File: src/rtl/data_mem_arbiter_if.sv
// Request/grant bus between two requesters, the arbiter and data_mem.
// The arbiter takes the slave view; requesters and data_mem take the master view.
interface data_mem_arbiter_if #(
  parameter int width = 32
);
  logic             m0_req;
  logic             m0_we;
  logic             m0_lock;
  logic [width-1:0] m0_addr;
  logic [width-1:0] m0_wdata;
  logic             m0_gnt;
  logic             m0_rvalid;
  logic [width-1:0] m0_rdata;

  logic             m1_req;
  logic             m1_we;
  logic             m1_lock;
  logic [width-1:0] m1_addr;
  logic [width-1:0] m1_wdata;
  logic             m1_gnt;
  logic             m1_rvalid;
  logic [width-1:0] m1_rdata;

  logic [width-1:0] mem_A;
  logic [width-1:0] mem_WD;
  logic             mem_WE;
  logic [width-1:0] mem_RD;

  modport slave (
    input  m0_req, m0_we, m0_lock, m0_addr, m0_wdata,
    output m0_gnt, m0_rvalid, m0_rdata,
    input  m1_req, m1_we, m1_lock, m1_addr, m1_wdata,
    output m1_gnt, m1_rvalid, m1_rdata,
    output mem_A, mem_WD, mem_WE,
    input  mem_RD
  );

  modport master (
    output m0_req, m0_we, m0_lock, m0_addr, m0_wdata,
    input  m0_gnt, m0_rvalid, m0_rdata,
    output m1_req, m1_we, m1_lock, m1_addr, m1_wdata,
    input  m1_gnt, m1_rvalid, m1_rdata,
    input  mem_A, mem_WD, mem_WE,
    output mem_RD
  );
endinterface

File: src/rtl/data_mem_arbiter.sv
// Two-master round-robin arbiter with locked bursts for single-port data_mem; 1-cycle read return.
// Optional burst-length cap on locked ownership: define DMEM_ARB_LOCK_LIMIT_EN.
module data_mem_arbiter #(
  parameter int width    = 32,
  parameter int depth    = 256,
  parameter int LOCK_MAX = 8
) (
  input  logic               clk,
  input  logic               rst,
  data_mem_arbiter_if.slave  bus
);

  typedef enum logic [1:0] {IDLE, OWN0, OWN1} state_t;

  state_t           state_q, state_d;
  logic             last_q, last_d;
  logic             gnt0, gnt1;
  logic             limit_hit;
  logic             rvalid0_q, rvalid1_q;
  logic [width-1:0] rdata0_q, rdata1_q;

`ifdef DMEM_ARB_LOCK_LIMIT_EN
  logic [3:0] cnt_q, cnt_d;

  // Owner is on its last allowed transfer and the other master is waiting.
  always_comb begin
    limit_hit = 1'b0;
    if (state_q != IDLE && (32'(cnt_q) + 32'd1) >= 32'(LOCK_MAX))
      limit_hit = (state_q == OWN0) ? bus.m1_req : bus.m0_req;
  end

  always_comb begin
    cnt_d = 4'd0;
    if (state_q == IDLE) begin
      if ((gnt0 && bus.m0_lock) || (gnt1 && bus.m1_lock))
        cnt_d = 4'd1;
    end else if (gnt0 || gnt1) begin
      cnt_d = (cnt_q == 4'hF) ? cnt_q : cnt_q + 4'd1;
    end else begin
      cnt_d = cnt_q;
    end
  end

  always_ff @(posedge clk) begin
    if (rst) cnt_q <= 4'd0;
    else     cnt_q <= cnt_d;
  end
`else
  assign limit_hit = 1'b0;
`endif

  always_comb begin
    state_d = state_q;
    last_d  = last_q;
    gnt0    = 1'b0;
    gnt1    = 1'b0;
    if (!rst) begin
      unique case (state_q)
        IDLE: begin
          if (bus.m0_req && (!bus.m1_req || last_q)) gnt0 = 1'b1;
          else if (bus.m1_req)                        gnt1 = 1'b1;
        end
        OWN0:    gnt0 = bus.m0_req;
        OWN1:    gnt1 = bus.m1_req;
        default: ;
      endcase
    end
    // No transfer (idle, or owner dropped req) always lands in IDLE.
    if (gnt0) begin
      last_d  = 1'b0;
      state_d = (bus.m0_lock && !limit_hit) ? OWN0 : IDLE;
    end else if (gnt1) begin
      last_d  = 1'b1;
      state_d = (bus.m1_lock && !limit_hit) ? OWN1 : IDLE;
    end else begin
      state_d = IDLE;
    end
  end

  always_ff @(posedge clk) begin
    if (rst) begin
      state_q   <= IDLE;
      last_q    <= 1'b1;
      rvalid0_q <= 1'b0;
      rvalid1_q <= 1'b0;
      rdata0_q  <= '0;
      rdata1_q  <= '0;
    end else begin
      state_q   <= state_d;
      last_q    <= last_d;
      rvalid0_q <= gnt0 && !bus.m0_we;
      rvalid1_q <= gnt1 && !bus.m1_we;
      if (gnt0 && !bus.m0_we) rdata0_q <= bus.mem_RD;
      if (gnt1 && !bus.m1_we) rdata1_q <= bus.mem_RD;
    end
  end

  assign bus.m0_gnt    = gnt0;
  assign bus.m1_gnt    = gnt1;
  assign bus.m0_rvalid = rvalid0_q;
  assign bus.m1_rvalid = rvalid1_q;
  assign bus.m0_rdata  = rdata0_q;
  assign bus.m1_rdata  = rdata1_q;

  assign bus.mem_A  = gnt0 ? bus.m0_addr  : (gnt1 ? bus.m1_addr  : '0);
  assign bus.mem_WD = gnt0 ? bus.m0_wdata : (gnt1 ? bus.m1_wdata : '0);
  assign bus.mem_WE = (gnt0 && bus.m0_we) || (gnt1 && bus.m1_we);

endmodule

File: src/flat_wrapper.sv
// flat-port wrapper written by rule: the top's interface ports become plain ports
module data_mem_arbiter_flat 
#(
  parameter int width    = 32,
  parameter int depth    = 256,
  parameter int LOCK_MAX = 8
)
  (clk, rst, bus_m0_req, bus_m0_we, bus_m0_lock, bus_m0_addr, bus_m0_wdata, bus_m0_gnt, bus_m0_rvalid, bus_m0_rdata, bus_m1_req, bus_m1_we, bus_m1_lock, bus_m1_addr, bus_m1_wdata, bus_m1_gnt, bus_m1_rvalid, bus_m1_rdata, bus_mem_A, bus_mem_WD, bus_mem_WE, bus_mem_RD);
  data_mem_arbiter_if #(.width(width)) bus_i ();
  input  logic clk;
  input  logic rst;
  input wire logic [$bits(bus_i.m0_req)-1:0] bus_m0_req;
  input wire logic [$bits(bus_i.m0_we)-1:0] bus_m0_we;
  input wire logic [$bits(bus_i.m0_lock)-1:0] bus_m0_lock;
  input wire logic [$bits(bus_i.m0_addr)-1:0] bus_m0_addr;
  input wire logic [$bits(bus_i.m0_wdata)-1:0] bus_m0_wdata;
  output wire logic [$bits(bus_i.m0_gnt)-1:0] bus_m0_gnt;
  output wire logic [$bits(bus_i.m0_rvalid)-1:0] bus_m0_rvalid;
  output wire logic [$bits(bus_i.m0_rdata)-1:0] bus_m0_rdata;
  input wire logic [$bits(bus_i.m1_req)-1:0] bus_m1_req;
  input wire logic [$bits(bus_i.m1_we)-1:0] bus_m1_we;
  input wire logic [$bits(bus_i.m1_lock)-1:0] bus_m1_lock;
  input wire logic [$bits(bus_i.m1_addr)-1:0] bus_m1_addr;
  input wire logic [$bits(bus_i.m1_wdata)-1:0] bus_m1_wdata;
  output wire logic [$bits(bus_i.m1_gnt)-1:0] bus_m1_gnt;
  output wire logic [$bits(bus_i.m1_rvalid)-1:0] bus_m1_rvalid;
  output wire logic [$bits(bus_i.m1_rdata)-1:0] bus_m1_rdata;
  output wire logic [$bits(bus_i.mem_A)-1:0] bus_mem_A;
  output wire logic [$bits(bus_i.mem_WD)-1:0] bus_mem_WD;
  output wire logic [$bits(bus_i.mem_WE)-1:0] bus_mem_WE;
  input wire logic [$bits(bus_i.mem_RD)-1:0] bus_mem_RD;
  assign bus_i.m0_req = bus_m0_req;
  assign bus_i.m0_we = bus_m0_we;
  assign bus_i.m0_lock = bus_m0_lock;
  assign bus_i.m0_addr = bus_m0_addr;
  assign bus_i.m0_wdata = bus_m0_wdata;
  assign bus_m0_gnt = bus_i.m0_gnt;
  assign bus_m0_rvalid = bus_i.m0_rvalid;
  assign bus_m0_rdata = bus_i.m0_rdata;
  assign bus_i.m1_req = bus_m1_req;
  assign bus_i.m1_we = bus_m1_we;
  assign bus_i.m1_lock = bus_m1_lock;
  assign bus_i.m1_addr = bus_m1_addr;
  assign bus_i.m1_wdata = bus_m1_wdata;
  assign bus_m1_gnt = bus_i.m1_gnt;
  assign bus_m1_rvalid = bus_i.m1_rvalid;
  assign bus_m1_rdata = bus_i.m1_rdata;
  assign bus_mem_A = bus_i.mem_A;
  assign bus_mem_WD = bus_i.mem_WD;
  assign bus_mem_WE = bus_i.mem_WE;
  assign bus_i.mem_RD = bus_mem_RD;
  data_mem_arbiter #(.width(width), .depth(depth), .LOCK_MAX(LOCK_MAX)) u_core (.clk(clk), .rst(rst), .bus(bus_i));
endmodule
File: config.mk
export PLATFORM = sky130hd
export DESIGN_NAME = data_mem_arbiter_flat
export DESIGN_NICKNAME = d
export VERILOG_FILES = /design/src/rtl/data_mem_arbiter_if.sv /design/src/rtl/data_mem_arbiter.sv /design/src/flat_wrapper.sv
export SDC_FILE = /design/constraint.sdc
export NUM_CORES = 1
export LEC_CHECK = 0
export CORE_AREA = 2 2 115 117
export DETAILED_ROUTE_END_ITERATION = 10
export DIE_AREA = 0 0 117 119
export GPL_ROUTABILITY_DRIVEN = 0
export PLACE_DENSITY = 0.82
export SETUP_SLACK_MARGIN = 0.02
export SYNTH_ARGS = -nofsm -noshare
export SYNTH_HDL_FRONTEND = slang
export SYNTH_SLANG_ARGS = --single-unit
File: constraint.sdc
create_clock -name clk -period 2.72 [get_ports clk]
set_clock_uncertainty 0.15 [all_clocks]
set_input_delay 0.544 -clock clk [delete_from_list [all_inputs] [get_ports clk]]
set_output_delay 0.544 -clock clk [all_outputs]
set_load 0.02 [all_outputs]
Word level (Yosys, flattened, before mapping)
Cells that the tools add are included.

operators by class
  $add $sub $neg = 0
  multipliers = 0
  divide/modulo/power cells = 0
  order comparisons = 0
  equality and inequality tests = 2
  shift-type cells = 0
  mux-type cells = 17
  bitwise gates (word level) = 0
  reductions and logical operators = 12

operators with widths
  kind                                           number
  2-to-1 mux 32 bit                              4
  2-to-1 mux 1 bit                               8
  2-to-1 mux 2 bit                               3
  logical AND 1 bit                              5
  one-hot mux 1 bit (2 select lines)             2
  logical NOT 1 bit                              3
  == test 2 x 1 -> 1 bit, second input constant  1
  == test 2 bit, second input constant           1
  logical NOT 2 bit                              1
  logical OR 1 bit                               2
  nonzero test 2 bit                             1

word-level totals
  register bits = 69
  bits in latches = 0
  bits in writable memories = 0
  bits in read-only memories = 0
  output and inout bits = 133
  memories = 0

Longest topological paths before layout
Gate-level depths: netlist of the first run.

  depth after elaboration = 8
  depth in mapped cells = 6
  depth with buffers taken out = 3

Worst setup path before layout of the first run
OpenSTA, ideal clock, no wires.

  kind = input to output
  start = input bus_m1_req
  end = output bus_mem_A[23]
  data arrival time = 1.621 ns
  data required time = 2.026 ns
  slack = 0.405 ns
  cell stages on the path = 4
  buffers on the path = 1
  cell sequence = nor3b_2 > nor3_2 > clkbuf_1 > a22o_1

RTL lines
  what                                RTL line                 text
  start, declared                     flat_wrapper.sv:20       input wire logic [$bits(bus_i.m1_req)-1:0] bus_m1_req;
  logical NOT 1 bit                   data_mem_arbiter.sv:60   if (bus.m0_req && (!bus.m1_req || last_q)) gnt0 = 1'b1;
  logical OR 1 bit                    data_mem_arbiter.sv:60
  logical AND 1 bit                   data_mem_arbiter.sv:60
  2-to-1 mux 1 bit                    data_mem_arbiter.sv:60
  one-hot mux 1 bit (2 select lines)  data_mem_arbiter.sv:58   unique case (state_q)
  2-to-1 mux 1 bit                    data_mem_arbiter.sv:57   if (!rst) begin
  named net bus_m0_gnt                flat_wrapper.sv:17       output wire logic [$bits(bus_i.m0_gnt)-1:0] bus_m0_gnt;
  2-to-1 mux 32 bit                   data_mem_arbiter.sv:105  assign bus.mem_A = gnt0 ? bus.m0_addr : (gnt1 ? bus.m1_addr : '0);
  end, declared                       flat_wrapper.sv:28       output wire logic [$bits(bus_i.mem_A)-1:0] bus_mem_A;

The timed path passes the listed nets, and every way through them passes these cells.

Worst setup path after layout of the first run
  start = input bus_m0_req
  end = output bus_mem_A[8]

on the way
  longest elaborated chain between the ends = 6

RTL lines
  what                                RTL line                 text
  start, declared                     flat_wrapper.sv:12       input wire logic [$bits(bus_i.m0_req)-1:0] bus_m0_req;
  logical AND 1 bit                   data_mem_arbiter.sv:60
  2-to-1 mux 1 bit                    data_mem_arbiter.sv:60
  one-hot mux 1 bit (2 select lines)  data_mem_arbiter.sv:58
  2-to-1 mux 1 bit                    data_mem_arbiter.sv:57
  2-to-1 mux 32 bit                   data_mem_arbiter.sv:105
  2-to-1 mux 32 bit *                 data_mem_arbiter.sv:105

Mark *: on every way between the ends. The rest lies on a longest branch, timed or not.

==> impl_metrics.py, run 1 <==
metrics = {
    "status": {
        "outcome": "finished with violations",
        "violations": "negative setup slack",
    },
    "timing": {
        "finalCritPeriodShare_pct": 100.7,
        "tightest_slew_ps": 670.0,
        "final.setup.tns_ps": -36.54,
        "hold_violations": 0,
        "layout_min_cycle_time_ps": 2738,
        "finalSetupViolCount": 3,
        "setup_ws_ps": -18.18,
        "slew_violations": 0,
        "rsz0062_at_grt": "yes",
        "relSlewSlack_pct": 55.34,
        "max_freq_mhz": 365.2,
    },
    "power": {
        "powerDensity_nw_per_um2": 465.9,
        "p_sw_mw": 0.9406,
        "swShare_pct": 28.92,
        "finalPower_mw": 3.252,
        "combPwrFrac_pct": 30.0,
        "peakVddDrop_mv": 0.6649,
        "p_int_mw": 2.311,
        "p_clk_share_pct": 36.4,
        "seqPwrFrac_pct": 33.6,
        "leakagePower_nw": 2.805,
    },
    "global_routing": {
        "grt_first_pass_wirelength_mm": 25.51,
        "grt.total_usage_pct": 24.51,
        "antenna_found_initial": 1,
        "grt_max_degree": 66,
        "grt_overflow": 0,
        "grt_pass1_vias": 4408,
    },
    "cts": {
        "numCtsBuffers": 9,
        "htree_num_levels": 3,
        "clock-sinks": 69,
        "clock-root-buffer": "clkbuf_16",
        "cts_tree": "done",
        "clk_latency_ps": 330,
        "hold_buffers": 0,
        "clkTransAtPathRegs_ps": 60,
        "clock_path_buffers": 2,
    },
    "synthesis": {
        "synth_seq_cells": 69,
        "yosysSeqAreaShare_pct": 42.36,
        "yosysUniqueCellTypes": 22,
        "synth_area_leaders": "dfxtp_1 42%, a22o_1 17%, nand3_1 9.8%",
        "yosysWarnings": 0,
        "postSynthCellCount": 388,
        "yosys.area.top_type": "dfxtp_1",
        "synthesis.nets": 556,
        "netlist.area_leader.share_pct": 42.36,
        "avgSynthCellArea_um2": 8.404,
        "netlist_area_um2": 3261,
    },
    "setup_path": {
        "cp_common_cell": "clkdlybuf4s15_2",
        "worstSetupPathType": "in2out",
        "cp_slowest_cell": "and4b_4",
        "worst_setup_path_end_kind": "output port",
        "worst_path_largest_cell_delay_ps": 400,
        "worstPathCellList": "clkdlybuf4s15_2 > nand3b_1 > and4b_4 > buf_12 > clkbuf_16 > a22o_1 > clkdlybuf4s15_2",
        "cp.arrival_ps": 2040,
        "crit_required_ps": 2030,
        "worstPathMaxFanout": 9,
        "critPathLaunchType": "input port",
    },
    "floorplanning": {
        "die_h_um": 119,
        "coreArea_um2": 12870,
        "die_w_um": 117,
        "std_cell_rows": 42,
        "initial_core_util_pct": 25.33,
        "boundaryPins": 301,
        "die_area_um2": 13920,
    },
    "detailed_routing": {
        "num_vias": 4394,
        "drtAntennaViolNets": 0,
        "drc": 0,
        "routedWlPerCell_um": 21.21,
        "drt-total-wl_mm": 18.39,
        "firstDrtPassIters": 5,
        "viasPerCell": 5.068,
        "dr.first_iter.drc_count": 249,
    },
    "finish": {
        "antennaDiodeCount": 0,
        "drive_gt1_share_pct": 15.48,
        "final_nets": 854,
        "most-common-layout-cells": "230 x clkdlybuf4s50_1, 67 x dfxtp_1, 65 x nand2_1, 64 x a22o_1, 64 x nand3_1",
        "syn_to_final_growth_pct": 114.1,
        "layout_commonest_cell": "clkdlybuf4s50_1",
    },
    "job": {
        "max_cap_violations": 0,
    },
    "min_path": {
        "hp-class": "reg2reg",
    },
    "place": {
        "hpwl_mm": 13.73,
        "io_buffers": 300,
    },
}
[power groups by stage]
stage          sequential (mW)  combinational (mW)  clock (mW)
3_3_place_gp              1.11               0.943           0
6_report                  1.09               0.977        1.18
2_1_floorplan             1.17               0.307           0
3_5_place_dp              1.11               0.952           0
4_1_cts                   1.09               0.958        1.20
5_1_grt                   1.10                1.02        1.24
[path summary, 6_finish.rpt]
| kind | from | to | slack (ps) | cells past startpoint |
|---|---|---|---|---|
| setup reg to reg | u_core.state_q[1] | u_core.bus.m1_rdata[15] | 960 | 5 |
| setup / recovery | bus_m0_req | bus_mem_A[8] | -20 | 7 |
| hold / removal | u_core.bus.m1_rdata[5] | u_core.bus.m1_rdata[5] | 300 | 2 |
| hold reg to reg | u_core.bus.m1_rdata[5] | u_core.bus.m1_rdata[5] | 300 | 2 |
[Yosys cell counts]
master    instances
nor3_2            1
nor3_1            1
o211ai_1         32
inv_2             1
a22o_1           65
and4b_1           1
buf_6             4
buf_2            10
nor3b_2           1
dfxtp_1          69
buf_4             1
buf_1             1
clkbuf_1         30
nand2_1          65
nand2b_1          1
nand3_1          64
and2_1            3
a21oi_1           1
or3b_1            2
o21ai_1          32
nor4b_2           2
nand3b_1          1
[sequential cells by signal, summed over array words and instances (netlist names)]
signal	cells
u_core.bus.m0_rvalid	1
u_core.bus.m1_rvalid	1
u_core.bus.m1_rdata	32
u_core.bus.m0_rdata	32
u_core.state_q	2
u_core.last_q	1
[worst max-delay path: cells and delay by family]
family,cells,cell delay [ps]
AOI/OAI and AO/OA,1,190
buffers and inverters,4,770
and+or+nand+nor,2,540
[layout make-up]
type	instances	area [um2]
clock buffers	11	242.7
clock inverters	5	60.06
fillers	1146	5894
inverters	1	3.754
multi-input cells	272	1699
flip-flops and latches	69	1384
well taps	176	220.2
repair buffers	333	3371
[per-stage QoR]
step | cell area (um2) | util [%] | setup slack (ps) | hold slack [ps] | std cells
after global placement | 6476 | 50.30 | -527.8 | 287.2 | 842
after floorplan | 3261 | - | 405.4 | 347.4 | 388
after global routing | 6980 | 54.22 | -22.09 | 312.3 | 867
after detailed placement | 6476 | 50.30 | -585.3 | 290.0 | 842
final | 6980 | 54.22 | -18.18 | 299.2 | 867
after CTS | 6909 | 53.66 | 20.25 | 298.0 | 863
[logic make-up (layout without fill, tap and decap cells)]
group | after synthesis | count (layout) | share of synthesized area, %
simple gates | 142 | 142 | 20.91
compound gates | 130 | 130 | 29.89
flops | 69 | 69 | 42.36
buf+inv | 47 | 350 | 6.830
[metal layers]
metal,routed length [um],vias to the layer above,GRT usage [%]
met1,6935,2077,27.85
met2,8593,247,40.43
met4,660,2,9.044
met5,16,-,0
li1,-,2034,-
met3,2186,34,10.59
[timing repair]
item,4_1_cts,5_1_grt
endpoints found under the setup margin,67,55
resized for setup,135,16
cloned,2,2
setup buffers,3,2
pin swaps,3,0
Note: power is estimated with default switching activity, not from simulation.
==> inputs of run 2 (changes only) <==
--- a/config.mk
+++ b/config.mk
@@ -14,3 +14,4 @@
 export SYNTH_ARGS = -nofsm -noshare
 export SYNTH_HDL_FRONTEND = slang
 export SYNTH_SLANG_ARGS = --single-unit
+export TNS_END_PERCENT = 30
==> run 2 against run 1 <==
  * Register-to-register slack about the same
  * Count of clock-buffer cells in the layout unchanged
  * Sequential cell count unchanged
  * Critical path depth unchanged
  * Power decreased by 0.16%
  * The run now ends clean
  * Worst setup slack improved by 33 ps
  * Critical path type unchanged
  * Combinational power decreased by 0.6%
==> impl_metrics.py, run 2 (synthesis results as in run 1) <==
metrics = {
    "cts": {
        "htree_num_levels": 3,
        "clock-root-buffer": "clkbuf_16",
        "clkTransAtPathRegs_ps": 60,
        "clock-sinks": 69,
        "hold_buffers": 0,
        "numCtsBuffers": 9,
        "clk_latency_ps": 330,
        "clock_path_buffers": 2,
        "cts_tree": "done",
    },
    "setup_path": {
        "critPathLaunchType": "input port",
        "worstSetupPathType": "in2out",
        "crit_required_ps": 2030,
        "cp.arrival_ps": 2010,
        "worst_setup_path_end_kind": "output port",
        "worstPathMaxFanout": 9,
    },
    "floorplanning": {
        "die_area_um2": 13920,
        "die_h_um": 119,
        "coreArea_um2": 12870,
        "die_w_um": 117,
        "std_cell_rows": 42,
        "boundaryPins": 301,
        "initial_core_util_pct": 25.33,
    },
    "power": {
        "seqPwrFrac_pct": 33.7,
        "p_clk_share_pct": 36.4,
        "p_int_mw": 2.306,
        "p_sw_mw": 0.9407,
        "leakagePower_nw": 2.811,
        "finalPower_mw": 3.247,
        "powerDensity_nw_per_um2": 468.4,
        "combPwrFrac_pct": 29.9,
        "peakVddDrop_mv": 0.6652,
        "swShare_pct": 28.98,
    },
    "finish": {
        "layout_commonest_cell": "clkdlybuf4s50_1",
        "fill_cells": 1154,
        "drive_gt1_share_pct": 15.63,
        "most-common-layout-cells": "230 x clkdlybuf4s50_1, 67 x dfxtp_1, 65 x nand2_1, 64 x a22o_1, 64 x nand3_1",
        "antennaDiodeCount": 0,
        "final_area_um2": 6932,
        "syn_to_final_growth_pct": 112.6,
        "final_nets": 854,
    },
    "timing": {
        "setup_ws_ps": 14.70,
        "hold_violations": 0,
        "finalSetupViolCount": 0,
        "max_freq_mhz": 369.6,
        "slew_violations": 0,
        "relSlewSlack_pct": 55.99,
        "layout_min_cycle_time_ps": 2705,
        "worst_hold_slack_ps": 298.7,
        "finalCritPeriodShare_pct": 99.46,
        "rsz0062_at_grt": "yes",
        "tightest_slew_ps": 660.1,
    },
    "detailed_routing": {
        "viasPerCell": 5.073,
        "firstDrtPassIters": 4,
        "drt-total-wl_mm": 18.44,
        "num_vias": 4398,
        "routedWlPerCell_um": 21.26,
        "dr.first_iter.drc_count": 269,
        "drc": 0,
        "drtAntennaViolNets": 0,
    },
    "global_routing": {
        "grt_first_pass_wirelength_mm": 25.45,
        "grt.total_usage_pct": 24.47,
        "antenna_found_initial": 1,
        "grt_pass1_vias": 4394,
        "grt_overflow": 0,
        "grt_max_degree": 66,
    },
    "status": {
        "outcome": "complete, no violations",
    },
    "place": {
        "pre_cts_ws_ps": -585.3,
        "hpwl_mm": 13.73,
        "dpl_cell_area_um2": 6476,
        "io_buffers": 300,
    },
    "min_path": {
        "hp-class": "reg2reg",
    },
    "job": {
        "max_cap_violations": 0,
    },
}
[run 2: cell type report]
cell class	count	area (um2)	area share (%)
Tap cell	176	220.2	3.177
Timing Repair Buffer	333	3322	47.92
Inverter	1	3.754	0.05415
Sequential cell	69	1384	19.96
Clock inverter	5	60.06	0.8664
Multi-Input combinational cell	272	1699	24.51
Clock buffer	11	242.7	3.502
[run 2: power by group through the flow]
stage | registers [mW] | clock network, mW | logic, mW
final | 1.09 | 1.18 | 0.971
after floorplan | 1.17 | 0 | 0.307
after global routing | 1.10 | 1.24 | 1.02
after CTS | 1.09 | 1.20 | 0.955
after detailed placement | 1.11 | 0 | 0.952
after global placement | 1.11 | 0 | 0.943
[run 2: worst paths after layout]
check / startpoint / end / slack (ps) / cells past startpoint
setup / recovery: bus_m0_req / bus_mem_WD[1] / 10 / 7
hold / removal: u_core.bus.m1_rdata[5] / u_core.bus.m1_rdata[5] / 300 / 2
setup reg to reg: u_core.state_q[1] / u_core.bus.m1_rdata[15] / 950 / 5
hold reg to reg: u_core.bus.m1_rdata[5] / u_core.bus.m1_rdata[5] / 300 / 2
[run 2: worst max-delay path, stage by stage]
cell,delay [ps]
clkdlybuf4s15_2,210
nand3b_1,140
and4b_4,400
buf_12,140
clkbuf_16,130
a22o_1,160
clkdlybuf4s15_2,270
[run 2: stage by stage]
stage	setup TNS (ps)	cells	utilization, %
2_1_floorplan	0	388	-
3_3_place_gp	-27070	842	50.30
3_5_place_dp	-30580	842	50.30
4_1_cts	-20.98	863	53.52
5_1_grt	-134.6	867	53.84
6_report	0	867	53.84
[run 2: timing repair]
action / CTS / global route
gates resized for setup: 130 / 29
pin swaps: 3 / 2
setup endpoints to repair: 67 / 61
gates cloned: 2 / 2
setup buffers: 3 / 2
[run 2: layer usage]
metal | track usage [%] | share of wire [%] | up-vias
li1 | - | - | 2037
met1 | 27.79 | 38 | 2080
met2 | 40.32 | 47 | 247
met3 | 10.64 | 12 | 32
met4 | 9.044 | 3.2 | 2
met5 | 0 | 0.087 | -
==> inputs of run 3 (changes only) <==
--- a/config.mk
+++ b/config.mk
@@ -10,6 +10,7 @@
 export DIE_AREA = 0 0 117 119
 export GPL_ROUTABILITY_DRIVEN = 0
 export PLACE_DENSITY = 0.82
+export REMOVE_ABC_BUFFERS = 1
 export SETUP_SLACK_MARGIN = 0.02
 export SYNTH_ARGS = -nofsm -noshare
 export SYNTH_HDL_FRONTEND = slang
==> run 3 against run 2 <==
  * Largest cell class unchanged
  * Utilization fell by 1.9 points
  * Hold slack got worse by 4.7 ps
  * Worst setup slack improved by 56 ps
  * Critical path depth did not move
==> impl_metrics.py, run 3 (synthesis results as in run 1) <==
metrics = {
    "detailed_routing": {
        "drc": 0,
        "firstDrtPassIters": 5,
        "wl_met2_mm": 9.275,
        "top_layer": "met5",
        "dr_wl_met3_mm": 1.750,
        "drt-total-wl_mm": 18.71,
        "viasPerCell": 5.167,
        "num_vias": 4459,
        "routedLengthMet1_mm": 6.927,
        "dr.first_iter.drc_count": 454,
        "drtAntennaViolNets": 0,
        "routedWlPerCell_um": 21.68,
    },
    "power": {
        "finalPower_mw": 3.180,
        "p_sw_mw": 0.9079,
        "powerDensity_nw_per_um2": 475.5,
        "peakVddDrop_mv": 0.2590,
        "seqPwrFrac_pct": 34.3,
        "combPwrFrac_pct": 29.6,
        "p_clk_share_pct": 36.1,
        "leakagePower_nw": 2.794,
        "swShare_pct": 28.55,
        "p_int_mw": 2.272,
    },
    "floorplanning": {
        "die_area_um2": 13920,
        "die_h_um": 119,
        "initial_core_util_pct": 25.33,
        "std_cell_rows": 42,
        "coreArea_um2": 12870,
        "boundaryPins": 301,
        "die_w_um": 117,
    },
    "setup_path": {
        "cp_slowest_cell": "clkdlybuf4s15_1",
        "worstPathCellList": "dlygate4sd2_1 > buf_4 > nor3_4 > buf_4 > buf_12 > a22o_1 > clkdlybuf4s15_1",
        "worst_setup_path_end_kind": "output port",
        "critPathLaunchType": "input port",
        "worstSetupPathType": "in2out",
        "r2r_slack_ps": 1000,
        "path_buf_inv": 5,
        "cp_common_cell": "buf_4",
        "crit_family": "buffers and inverters",
        "worstPathMaxFanout": 17,
        "crit_required_ps": 2030,
        "cp.arrival_ps": 1960,
        "worst_path_largest_cell_delay_ps": 330,
    },
    "global_routing": {
        "grt_overflow": 0,
        "grt_first_pass_wirelength_mm": 26.48,
        "grt_pass1_vias": 4402,
        "grt_max_degree": 66,
        "grt.total_usage_pct": 25.92,
        "antenna_found_initial": 4,
    },
    "timing": {
        "final.setup.tns_ps": 0,
        "finalSetupViolCount": 0,
        "tightest_slew_ps": 698.7,
        "relSlewSlack_pct": 53.42,
        "finalCritPeriodShare_pct": 97.39,
        "layout_min_cycle_time_ps": 2649,
        "hold_violations": 0,
        "max_freq_mhz": 377.5,
        "slew_violations": 0,
        "setup_ws_ps": 70.97,
    },
    "finish": {
        "final_util_pct": 51.94,
        "final_nets": 848,
        "fin_cells": 863,
        "syn_to_final_growth_pct": 105.1,
        "most-common-layout-cells": "230 x clkdlybuf4s50_1, 68 x dfxtp_1, 65 x nand2_1, 64 x nand3_1, 63 x a22o_1",
        "drive_gt1_share_pct": 15.77,
        "layout_commonest_cell": "clkdlybuf4s50_1",
    },
    "cts": {
        "clkTransAtPathRegs_ps": 50,
        "numCtsBuffers": 9,
        "cts_tree": "done",
        "clock-sinks": 69,
        "clk_latency_ps": 330,
        "hold_buffers": 0,
        "clock-root-buffer": "clkbuf_16",
        "clock_path_buffers": 2,
        "htree_num_levels": 3,
    },
    "place": {
        "hpwl_mm": 13.87,
        "pre_cts_ws_ps": -657.7,
        "io_buffers": 300,
        "dp_cells": 837,
    },
    "status": {
        "outcome": "complete, no violations",
    },
    "min_path": {
        "hp-class": "reg2reg",
    },
    "job": {
        "max_cap_violations": 0,
    },
}
==> run 3: cell types whose count changed in the layout (fill, tap and decap cells not counted), sizes merged <==
cell	change
diode	+2
buf	+21
clkinv	-1
dlygate4sd2	-2
bufbuf	+1
clkdlybuf4s15	-26
clkbuf	+1
==> run 3: cell type report <==
cell class              count  area [um2]
flip-flops and latches     69        1385
multi-input cells         272        1698
fillers                  1208        6187
repair buffers            327        3082
clock buffers              12       246.5
well taps                 176       220.2
clock inverters             4       47.55
diodes                      2       5.005
inverters                   1       3.754
==> run 3: tightest hold or removal path, cell delays in order (launching register included) <==
cell and delay [ps]:
dfxtp_1 300, nand2_1 50, o21ai_1 50
==> run 3: timing repair <==
item / 4_1_cts / 5_1_grt
endpoints found under the setup margin: 67 / 29
pin swaps: 5 / 5
resized for setup: 201 / 23
setup buffers: 5 / 0
gates cloned: 3 / 1
==> run 3: routing by layer <==
layer	track usage [%]	up-vias
met1	29.19	2150
li1	-	2027
met5	0	-
met4	10.66	4
met2	43.57	246
met3	9.669	32
==> run 3: metrics by stage <==
step                      hold slack (ps)  area [um2]
after floorplan                     347.4        3042
after global placement              284.5        6471
after detailed placement            290.2        6471
after CTS                           297.1        6773
after global routing                317.4        6688
final                               294.0        6688
==> run 3: worst paths after layout <==
kind,startpoint,end,cells after the start
worst min register to register,u_core.bus.m1_rdata[1],u_core.bus.m1_rdata[1],2
worst min-delay path,u_core.bus.m1_rdata[1],u_core.bus.m1_rdata[1],2
worst max register to register,u_core.state_q[1],u_core.bus.m1_rdata[23],5
worst max-delay path,rst,bus_mem_A[15],7
==> run 3: power by group through the flow <==
stage	logic (mW)	clock network (mW)	registers, mW
after floorplan	0.283	0	1.17
after global placement	0.943	0	1.11
after detailed placement	0.955	0	1.11
after CTS	0.952	1.17	1.09
after global routing	0.987	1.22	1.09
final	0.942	1.15	1.09
